$ cat config.mk
export PLATFORM = sky130hd
export DESIGN_NAME = pipe_stage_skid_reg
export DESIGN_NICKNAME = d
export VERILOG_FILES = /design/src/rtl/pipe_stage_skid_reg.sv
export SDC_FILE = /design/constraint.sdc
export NUM_CORES = 1
export LEC_CHECK = 0
export ABC_AREA = 1
export ABC_CLOCK_PERIOD_IN_PS = 1850
export CORE_AREA = 10 10 110 112
export CTS_CLUSTER_SIZE = 28
export DETAILED_ROUTE_END_ITERATION = 12
export DIE_AREA = 0 0 120 122
export GPL_ROUTABILITY_DRIVEN = 0
export PLACE_DENSITY = 0.66
export REMOVE_ABC_BUFFERS = 1
export SETUP_SLACK_MARGIN = 0.05
export SYNTH_ARGS = -nofsm -noshare
export SYNTH_HDL_FRONTEND = slang
export SYNTH_SLANG_ARGS = --single-unit
export TNS_END_PERCENT = 50
$ cat constraint.sdc
create_clock -name clk -period 1.85 [get_ports clk]
set_input_delay 0.37 -clock clk [delete_from_list [all_inputs] [get_ports clk]]
set_output_delay 0.37 -clock clk [all_outputs]
set_load 0.01 [all_outputs]
$ cat src/rtl/pipe_stage_skid_reg.sv
`default_nettype none
// ============================================================================
// Module      : pipe_stage_skid_reg
// Description : Pipeline stage register with a valid/ready handshake and a
//               two-entry skid buffer (head + skid). The handshake outputs
//               come from the state register only, so ready_o has no
//               combinational path from ready_i or valid_i. Flush empties the
//               stage and inserts a bubble: the control payload reads zero
//               whenever the stage holds no valid entry. The data payload is
//               never cleared except by reset.
//               All state updates happen on the falling edge of clk, in
//               step with the other stage registers.
// Ports       : clk          stage clock (falling-edge active)
//               rst_n        asynchronous active-low reset
//               flush_i      discard every held entry at this edge
//               valid_i      upstream entry present
//               ready_o      stage can accept an entry
//               data_i       upstream data payload   [DATA_WIDTH]
//               ctrl_i       upstream control payload [CTRL_WIDTH]
//               valid_o      downstream entry present
//               ready_i      downstream accepts the head entry
//               data_o       head data payload        [DATA_WIDTH]
//               ctrl_o       head control payload     [CTRL_WIDTH]
//               occupancy_o  number of held entries (0, 1 or 2)
// Revision    : 1.0 - initial release
// ============================================================================
module pipe_stage_skid_reg #(
  parameter int DATA_WIDTH = 32,
  parameter int CTRL_WIDTH = 8
) (
  input  logic                  clk,
  input  logic                  rst_n,
  input  logic                  flush_i,
  input  logic                  valid_i,
  output logic                  ready_o,
  input  logic [DATA_WIDTH-1:0] data_i,
  input  logic [CTRL_WIDTH-1:0] ctrl_i,
  output logic                  valid_o,
  input  logic                  ready_i,
  output logic [DATA_WIDTH-1:0] data_o,
  output logic [CTRL_WIDTH-1:0] ctrl_o,
  output logic [1:0]            occupancy_o
);

  // State encoding equals the number of held entries, so occupancy_o is the
  // state register itself.
  localparam logic [1:0] ST_EMPTY = 2'd0;
  localparam logic [1:0] ST_HALF  = 2'd1;
  localparam logic [1:0] ST_FULL  = 2'd2;

  localparam logic [CTRL_WIDTH-1:0] CTRL_BUBBLE = '0;

  // --------------------------------------------------------------------------
  // State and storage
  // --------------------------------------------------------------------------
  logic [1:0]            state_q,     state_d;
  logic [DATA_WIDTH-1:0] head_data_q, head_data_d;
  logic [CTRL_WIDTH-1:0] head_ctrl_q, head_ctrl_d;
  logic [DATA_WIDTH-1:0] skid_data_q, skid_data_d;
  logic [CTRL_WIDTH-1:0] skid_ctrl_q, skid_ctrl_d;

  logic in_fire;
  logic out_fire;

  // --------------------------------------------------------------------------
  // Handshake outputs: decoded from state only. ready_o is also held low
  // while reset is asserted and rises as soon as rst_n deasserts.
  // --------------------------------------------------------------------------
  assign valid_o     = (state_q != ST_EMPTY);
  assign ready_o     = (state_q != ST_FULL) & rst_n;
  assign occupancy_o = state_q;

  assign data_o = head_data_q;
  // head_ctrl_q is zeroed on every entry into EMPTY, so this is already the
  // bubble value whenever valid_o is low.
  assign ctrl_o = head_ctrl_q;

  assign in_fire  = valid_i & ready_o;
  assign out_fire = valid_o & ready_i;

  // --------------------------------------------------------------------------
  // Next-state logic
  // --------------------------------------------------------------------------
  always_comb begin
    state_d     = state_q;
    head_data_d = head_data_q;
    head_ctrl_d = head_ctrl_q;
    skid_data_d = skid_data_q;
    skid_ctrl_d = skid_ctrl_q;

    if (flush_i) begin
      // Flush wins over everything: a simultaneous accept is dropped, a
      // simultaneous delivery has already been seen downstream. Data and
      // skid contents are left alone; only the control bubble matters.
      state_d     = ST_EMPTY;
      head_ctrl_d = CTRL_BUBBLE;
    end else begin
      case (state_q)
        ST_EMPTY: begin
          if (in_fire) begin
            head_data_d = data_i;
            head_ctrl_d = ctrl_i;
            state_d     = ST_HALF;
          end
        end

        ST_HALF: begin
          if (in_fire && out_fire) begin
            // Head leaves and the new entry takes its place directly.
            head_data_d = data_i;
            head_ctrl_d = ctrl_i;
          end else if (in_fire) begin
            // Downstream stalled: park the new entry behind the head.
            skid_data_d = data_i;
            skid_ctrl_d = ctrl_i;
            state_d     = ST_FULL;
          end else if (out_fire) begin
            head_ctrl_d = CTRL_BUBBLE;
            state_d     = ST_EMPTY;
          end
        end

        ST_FULL: begin
          // ready_o is low here, so no accept can coincide with this.
          if (out_fire) begin
            head_data_d = skid_data_q;
            head_ctrl_d = skid_ctrl_q;
            state_d     = ST_HALF;
          end
        end

        default: begin
          // Unreachable encoding: recover to an empty, bubbled stage.
          head_ctrl_d = CTRL_BUBBLE;
          state_d     = ST_EMPTY;
        end
      endcase
    end
  end

  // --------------------------------------------------------------------------
  // Registers: falling-edge clock, asynchronous active-low reset
  // --------------------------------------------------------------------------
  always_ff @(negedge clk or negedge rst_n) begin
    if (!rst_n) begin
      state_q     <= ST_EMPTY;
      head_data_q <= '0;
      head_ctrl_q <= '0;
      skid_data_q <= '0;
      skid_ctrl_q <= '0;
    end else begin
      state_q     <= state_d;
      head_data_q <= head_data_d;
      head_ctrl_q <= head_ctrl_d;
      skid_data_q <= skid_data_d;
      skid_ctrl_q <= skid_ctrl_d;
    end
  end

endmodule
`default_nettype wire

==> impl.org, run 1 <==
** Detailed routing
- Routed vias :: 3340
- In the routed design, unresolved DRC markers number 0.
- Dividing the detail-routed wire length by the instance count gives 12.7 microns.
- Using the TritonRoute via totals, the vias-per-cell ratio works out to 4.48.
- In this run the remaining antenna-violating nets after routing total 0.
- Total wire length after detailed routing :: 9480 microns
- Initial drt markers :: 144
- The first TritonRoute pass finished after 4 iterations.

** Cells and area
- Layout Cells excl Fill :: 746
- Layout-stage area growth over the synthesis result :: 43.3%
- ANT cells :: 0
- Post-layout nets :: 650
- Share of final-layout standard cells stronger than drive strength 1 :: 38.2%
- Filler cell count in the final layout :: 968
- For this run, the share of the core covered by cells in the final layout is 56.8%.

** Floorplanning
- The die is 122 microns tall.
- Count of pins on the block boundary :: 89
- The core region is 10000 sq um.
- The initialized floorplan defines 37 standard-cell rows.
- Width of the chip :: 120 microns
- The die covers 14600 sq um.
- Initial core utilization :: 39.7%

** Synth
- The number of different library cells used by synthesis comes to 21.
- Synthesis inferred 82 register bits.
- Dominant synthesized flop cell :: sky130_fd_sc_hd__dfrtn_1
- Synth warn :: 0
- Netlist Area Pre-Place :: 3980 sq um
- The share of the Yosys chip area taken by registers is 51.5%.
- Biggest area consumer among synthesized cells :: sky130_fd_sc_hd__dfrtn_1
- Of the post-synthesis cell area, the dominant cell type holds 51.5%.
- Among all cell types in the netlist, the one instantiated most often is sky130_fd_sc_hd__nand2_1.
- Leading post-synthesis cells by cell area :: sky130_fd_sc_hd__dfrtn_1 (52%), sky130_fd_sc_hd__nand2_1 (14%), sky130_fd_sc_hd__o21ai_2 (13%)
- Number of instances in the synthesized netlist :: 443
- Each instance of the synthesized netlist takes up on average 8.99 sq um.
- Top post-synthesis cells by count :: sky130_fd_sc_hd__nand2_1 (149), sky130_fd_sc_hd__dfrtn_1 (82), sky130_fd_sc_hd__o21ai_2 (57)
- Share of synthesized flip-flops with an asynchronous set or reset :: 100%
- In this run, synthesis inferred 0 flip-flops with an integrated enable.

** GRT
- The first global-routing pass estimated 15800 microns of wire.
- All-layer global routing usage :: 13.1%
- Maximum number of pins on one net before global-route repair :: 66
- The number of global-route vias before repair was 3347.
- Aggregate global routing overflow :: 0
- The number of antenna violations at the first check in global routing is 0.

** Setup path
- Data arrives at the worst endpoint at 2.07 ns.
- The critical path is of the flop to output port type.
- Data on the critical path is required at its endpoint by 1.48 ns.
- Along the worst path, the maximum fanout reaches 3.
- In this run the critical register-to-register path is launched from occupancy_o[1].
- Setup slack on the worst reg-to-reg path comes out at -0.20 ns.
- R2R Path End :: data_o[12]
- By instance count, the cell type seen most on the critical path is sky130_fd_sc_hd__buf_6.
- Critical path's largest stage delay :: 0.45 ns
- Element type at the critical path end :: output port
- Depth of the most critical reg-to-reg path :: 10
- Critical path's slowest cell :: sky130_fd_sc_hd__dfrtn_1
- Critical Path Source Type :: flop
- The critical path goes through buf_6 > nand2_4 > inv_4 > nor2_4 > buf_6.

** Worst hold path
- Worst Hold Path EP :: data_o[0]
- Tightest Hold Check Type :: flop to flop
- The worst hold path begins at data_o[0].
- Instance count along the most critical hold path :: 2

** Clocking
- Clock latency of the later-clocked register in the worst-skew pair :: 0.33 ns
- After clock tree synthesis, the clock-pin slew on the worst setup and hold paths is 0.06 ns.
- In this run the deepest clock path goes through 2 buffers.
- Hold repair after CTS inserted 0 buffers.
- For this design, the sink count on the clock tree is 82.
- CTS buffer count :: 9
- In this run the number of H-tree levels came out at 3.
- TritonCTS built the clock tree.
- Cell at the root of the clock tree :: sky130_fd_sc_hd__clkbuf_8

** Run status
- The flow ran to the end, but the final reports show violations.
- Violations in the final reports :: negative setup slack

** Timing
- Post-Route Skew :: 0.00805 ns
- Setup repair after global routing could not meet its margin everywhere.
- Relative max-transition margin :: 64.8%
- Setup-failing EPs final :: 126
- At the pin with the least slew margin, the transition time is 0.528 ns.
- The final max-slew violation count was 0.
- The total count of hold-check failures in the final report is 0.
- Min setup slack post-route :: -0.587 ns

** Flow run
- Maximum Capacitance Violations :: 0

** Power
- Power density over cell area :: 1200 nW/um^2
- Across the VDD grid, the largest voltage drop is 0.631 mV.
- In this run the static leakage power is 3.01 nW.

** Placed design
- Counting tap cells, the placed design contains a total of 704 instances.
- During placement, the flow inserted port buffers numbering 88.
- DP HPWL :: 6740 microns
[metal layers]
| layer | vias up | share of wire [%] | wire length [microns] | GRT usage, % |
|---|---|---|---|---|
| met5 | - | 0 | 0 | 0 |
| met4 | 0 | 1.4 | 136 | 4.83 |
| met3 | 18 | 4.4 | 419 | 3.05 |
| met2 | 70 | 49 | 4680 | 21.5 |
| met1 | 1527 | 45 | 4240 | 16.5 |
| li1 | 1725 | - | - | - |
[final cells by class]
class                   instances  area [sq um]  area share [%]
clock buffers                  12           145            2.54
clock inverters                 4          51.3           0.899
multi-input cells             290          1610            28.1
flip-flops and latches         82          2050            35.9
repair buffers                172          1490            26.2
inverters                      50           190            3.33
well taps                     136           170            2.98
[cell usage in the layout (no fill, tap or decap)]
cell	instances
sky130_fd_sc_hd__nand4_4	1
sky130_fd_sc_hd__clkbuf_8	10
sky130_fd_sc_hd__nand3_4	1
sky130_fd_sc_hd__clkinv_2	1
sky130_fd_sc_hd__dlygate4sd2_1	1
sky130_fd_sc_hd__nand2_4	4
sky130_fd_sc_hd__buf_12	6
sky130_fd_sc_hd__nand2_1	140
sky130_fd_sc_hd__buf_4	73
sky130_fd_sc_hd__clkinv_4	1
sky130_fd_sc_hd__bufinv_16	1
sky130_fd_sc_hd__clkdlybuf4s50_1	40
sky130_fd_sc_hd__dfrtn_1	82
sky130_fd_sc_hd__bufbuf_16	1
sky130_fd_sc_hd__nand2_2	9
sky130_fd_sc_hd__inv_4	1
sky130_fd_sc_hd__inv_2	5
sky130_fd_sc_hd__nor2_4	5
sky130_fd_sc_hd__inv_1	44
sky130_fd_sc_hd__nand3_1	16
sky130_fd_sc_hd__clkinvlp_4	1
sky130_fd_sc_hd__o21ai_2	57
sky130_fd_sc_hd__a21oi_2	2
sky130_fd_sc_hd__nand3_2	3
sky130_fd_sc_hd__buf_6	19
sky130_fd_sc_hd__nor2_1	2
sky130_fd_sc_hd__o21ai_1	16
sky130_fd_sc_hd__buf_8	1
sky130_fd_sc_hd__o21ai_0	34
sky130_fd_sc_hd__buf_2	31
sky130_fd_sc_hd__clkbuf_1	2
[metrics by stage]
| stage | setup slack [ns] | power (mW) | hold WS, ns | setup TNS [ns] | cell area [sq um] |
|---|---|---|---|---|---|
| after floorplan | -0.897 | 4.11 | 0.410 | -56.84 | 3790 |
| after detailed placement | -0.994 | 5.57 | 0.423 | -93.69 | 5340 |
| after global placement | -0.955 | 5.48 | 0.419 | -90.36 | 5340 |
| after global routing | -0.640 | 7.37 | 0.446 | -35.25 | 5710 |
| final | -0.587 | 6.87 | 0.418 | -29.07 | 5710 |
| after CTS | -0.608 | 6.79 | 0.423 | -28.74 | 5600 |
[report_power, final]
group | internal [mW] | total [mW] | leakage [nW] | switching, mW
Clock | 0.662 | 1.29 | 0.0966 | 0.628
Combinational | 1.41 | 2.63 | 1.87 | 1.22
Sequential | 2.54 | 2.95 | 1.04 | 0.408
[how the worst max path moves through the flow]
stage	from	end	slack, ns	cells after the start
2_1_floorplan	rst_n	skid_ctrl_q[0]	-0.90	5
3_3_place_gp	flush_i	data_o[11]	-0.96	8
3_5_place_dp	flush_i	data_o[5]	-0.99	8
4_1_cts	occupancy_o[1]	ready_o	-0.61	5
5_1_grt	occupancy_o[1]	ready_o	-0.64	5
6_report	occupancy_o[1]	ready_o	-0.59	5
[cells by family after synthesis]
family,after synthesis,share of synthesized area [%]
buffers and inverters,71,9.52
AO/OA/AOI/OAI,109,19.2
AND/OR/NAND/NOR,181,19.8
flip-flops,82,51.5
[registers in the layout, summed over array words and instances, names as in the netlist]
name	flops
occupancy_o	2
skid_ctrl_q	8
skid_data_q	32
data_o	32
ctrl_o	8
[critical path: cells and delay by family (launching register included)]
family	cells	cell delay, ns
buffers and inverters	3	0.28
and+or+nand+nor	2	0.08
DFF	1	0.45
[repair_timing]
action	CTS	global route
endpoints found under the setup margin	126	126
cloned	1	0
gates resized for setup	208	16
pin swaps	5	0
buffers inserted	19	6
(Power assumes the default switching activity.)
==> inputs of run 2 (changes only) <==
ABC_CLOCK_PERIOD_IN_PS = 2730   (was 1850)
clock period = 2.73 ns   (was 1.85 ns; I/O delays follow)
==> run 2 against run 1 <==
Against the previous run: the run still ends with negative setup slack left; register-to-register slack improved by 0.82 ns; hold slack barely moved; clock skew barely moved; via count rose by 0.90%; cell count rose by 0.94%; clock power fell by 30%; critical path type unchanged; highest routed layer unchanged; clock-buffer cell count did not move; wire length rose by 7.4%; total power fell by 30%; critical path depth did not move; sequential power fell by 32%.
==> impl.org, run 2 (same netlist as run 1, synthesis figures left out) <==
** Power
- In this run the static leakage power is 3.10 nW.
- Part of the total power dissipated in sequential elements :: 42.2%
- Switching power of the nets :: 1.59 mW
- Clk network pwr share :: 19.0%
- IR analysis of the VDD net gives a maximum drop of 0.442 mV.
- The internal power of the cells totals 3.19 mW.
- For this design the ratio of total power to cell area is 807 nW/um^2.
- The completed layout was analyzed and its total power is 4.78 mW.
- Switching part of the total power :: 33.3%
- Gate power share :: 38.9%

** Clocking
- No sink is reached through more buffers than the 2 on the longest clock path.
- The H-tree was split into 3 levels.
- Clock-pin slew was measured on the worst setup and hold paths at 0.06 ns.
- Sink Count :: 82
- # hold bufs at CTS :: 0
- Cell at the root of the clock tree :: sky130_fd_sc_hd__clkbuf_8
- TritonCTS clock tree :: built
- CTS buffer count :: 9
- The later pin in the worst-skew pair is clocked with a latency of 0.33 ns.

** Setup path
- STA puts the critical path data required time at 2.18 ns.
- The kind of cell with the highest combined delay along the critical path is flip-flops.
- STA puts the critical path data arrival time at 2.51 ns.
- By instance count, the cell type seen most on the critical path is sky130_fd_sc_hd__buf_6.
- The number of buffers and inverters on the critical path is 3.
- In this design, the stage delay of the slowest critical-path cell is 0.45 ns.
- Walking the worst path, the cells encountered are buf_6 > nand2_4 > inv_4 > nor2_4 > buf_6.
- Element type at the critical path end :: output port
- For this design, the slowest cell found on the critical path is sky130_fd_sc_hd__dfrtn_1.
- Type of the worst setup path :: flop to output port
- Along the worst path, the maximum fanout reaches 3.
- Critical Path Source Type :: flop

** Cells and area
- ANT cells :: 0
- The filler cells instantiated in the layout total 928.
- The post-route netlist has 39.7% of its cells at a drive strength greater than 1.
- Layout-stage area growth over the synthesis result :: 48.7%
- Final instance area :: 5920 sq um
- In the layout the commonest cells are sky130_fd_sc_hd__nand2_1 (136), sky130_fd_sc_hd__dfrtn_1 (82), sky130_fd_sc_hd__buf_4 (73), sky130_fd_sc_hd__o21ai_2 (56), sky130_fd_sc_hd__inv_1 (45).
- Most common cell after layout, fill and taps aside :: sky130_fd_sc_hd__nand2_1
- Post-layout nets :: 658
- Utilization after layout :: 59.0%
- Layout Cells excl Fill :: 753

** Detailed routing
- Average vias per placed instance :: 4.48
- The first TritonRoute pass finished after 4 iterations.
- Wires add up to 10200 microns.
- Number of remaining DRC errors :: 0
- In this run, the number of DRC markers left after iteration 0 of detailed routing was 145.
- The count of nets left with antenna violations once routing finished came out at 0.
- Across all layers, the routed design uses 3370 vias.
- Routed wire length per instance :: 13.5 microns

** Floorplanning
- In this run the core area contains 37 standard-cell rows.
- During I/O placement, the number of pins put on the boundary was 89.
- The die covers 14600 sq um.
- Height of the die :: 122 microns
- Initial core utilization :: 39.7%
- Measured along the x axis, the die boundary spans 120 microns.
- The total area inside the core boundary comes to 10000 sq um.

** GRT
- The number of global-route vias before repair is 3358.
- The first global-routing pass estimated 16000 microns of wire.
- The number of antenna violations at the first check in global routing came to 0.
- In the global route stage, overall resource usage came out at 13.3%.
- Aggregate global routing overflow :: 0
- Maximum number of pins on one net before global-route repair :: 66

** Timing
- The final max-slew violation count was 0.
- Slew at the pin with the worst max-slew slack :: 0.599 ns
- Setup violations remaining at the end of the flow were counted as 44.
- Measured against its own limit, the worst slew margin works out to 60.1%.
- Final hold violation count :: 0
- In the post-route analysis, the smallest setup slack over all paths is -0.325 ns.
- Unrepaired setup endpoints after global routing :: true
- The clock arrives with 0.00790 ns of skew.
- Worst slack on hold paths :: 0.419 ns

** Placed design
- Placement Cell Area :: 5340 sq um
- Including well taps, the total number of placed cells is 704.
- DP HPWL :: 6770 microns
- Buffers placed on the I/O ports in this run total 88.

** Worst hold path
- The tightest min-delay check is of the flop to flop type.

** Run status
- The flow ran to the end, but the final reports show violations.
- Violations in the final reports :: negative setup slack

** Flow run
- Maximum Capacitance Violations :: 0
## run 2: final timing paths
check                      cells past startpoint            from  slack [ns]               to
setup / recovery                               5  occupancy_o[1]       -0.32          ready_o
setup reg to reg                              10  occupancy_o[1]        0.62       data_o[20]
hold reg to reg                                2       data_o[0]        0.42        data_o[0]
min in group asynchronous                      3           rst_n        1.66       data_o[15]
max in group asynchronous                      3           rst_n        0.68  skid_data_q[22]
hold / removal                                 2       data_o[0]        0.42        data_o[0]
## run 2: through the flow
step | worst slack (ns) | TNS [ns]
final | -0.325 | -3.51
after global routing | -0.367 | -5.41
after CTS | -0.346 | -4.42
after detailed placement | -0.738 | -60.20
after global placement | -0.691 | -56.26
after floorplan | -0.633 | -35.93
## run 2: power groups by stage
stage          clock network, mW  logic, mW  registers [mW]
3_5_place_dp                   0       1.77            2.00
5_1_grt                    0.979       2.06            2.07
2_1_floorplan                  0      0.715            2.07
6_report                   0.907       1.86            2.02
3_3_place_gp                   0       1.72            1.99
4_1_cts                    0.930       1.70            1.98
## run 2: repair_timing
item,4_1_cts,5_1_grt
setup endpoints to repair,126,119
cloned,3,2
pin swaps,7,11
setup buffers,18,13
resized for setup,206,45
## run 2: final cells by class
type / count / area, sq um / area share (%)
clock buffers: 12 / 155 / 2.62
clock inverters: 3 / 47.5 / 0.803
inverters: 50 / 190 / 3.21
multi-input cells: 291 / 1690 / 28.6
flip-flops and latches: 82 / 2050 / 34.6
well taps: 136 / 170 / 2.87
repair buffers: 179 / 1620 / 27.3
## run 2: layer usage
metal | global-route usage, % | vias to the layer above | wire, microns
met2 | 21.8 | 69 | 5020
li1 | - | 1745 | -
met3 | 2.96 | 9 | 436
met4 | 4.90 | 0 | 73
met5 | 0 | - | 0
met1 | 16.8 | 1547 | 4640
## run 2: worst min-delay path: cells and delay by family, from the launching register on
kind / cells / cell delay [ns]
flip-flops: 1 / 0.40
AO/OA/AOI/OAI: 1 / 0.05
AND/OR/NAND/NOR: 1 / 0.06
==> inputs of run 3 (changes only) <==
CAP_MARGIN = 10   (was default)
==> results of run 3 <==
Final layout, timing and power as in run 2 (identical DEF).
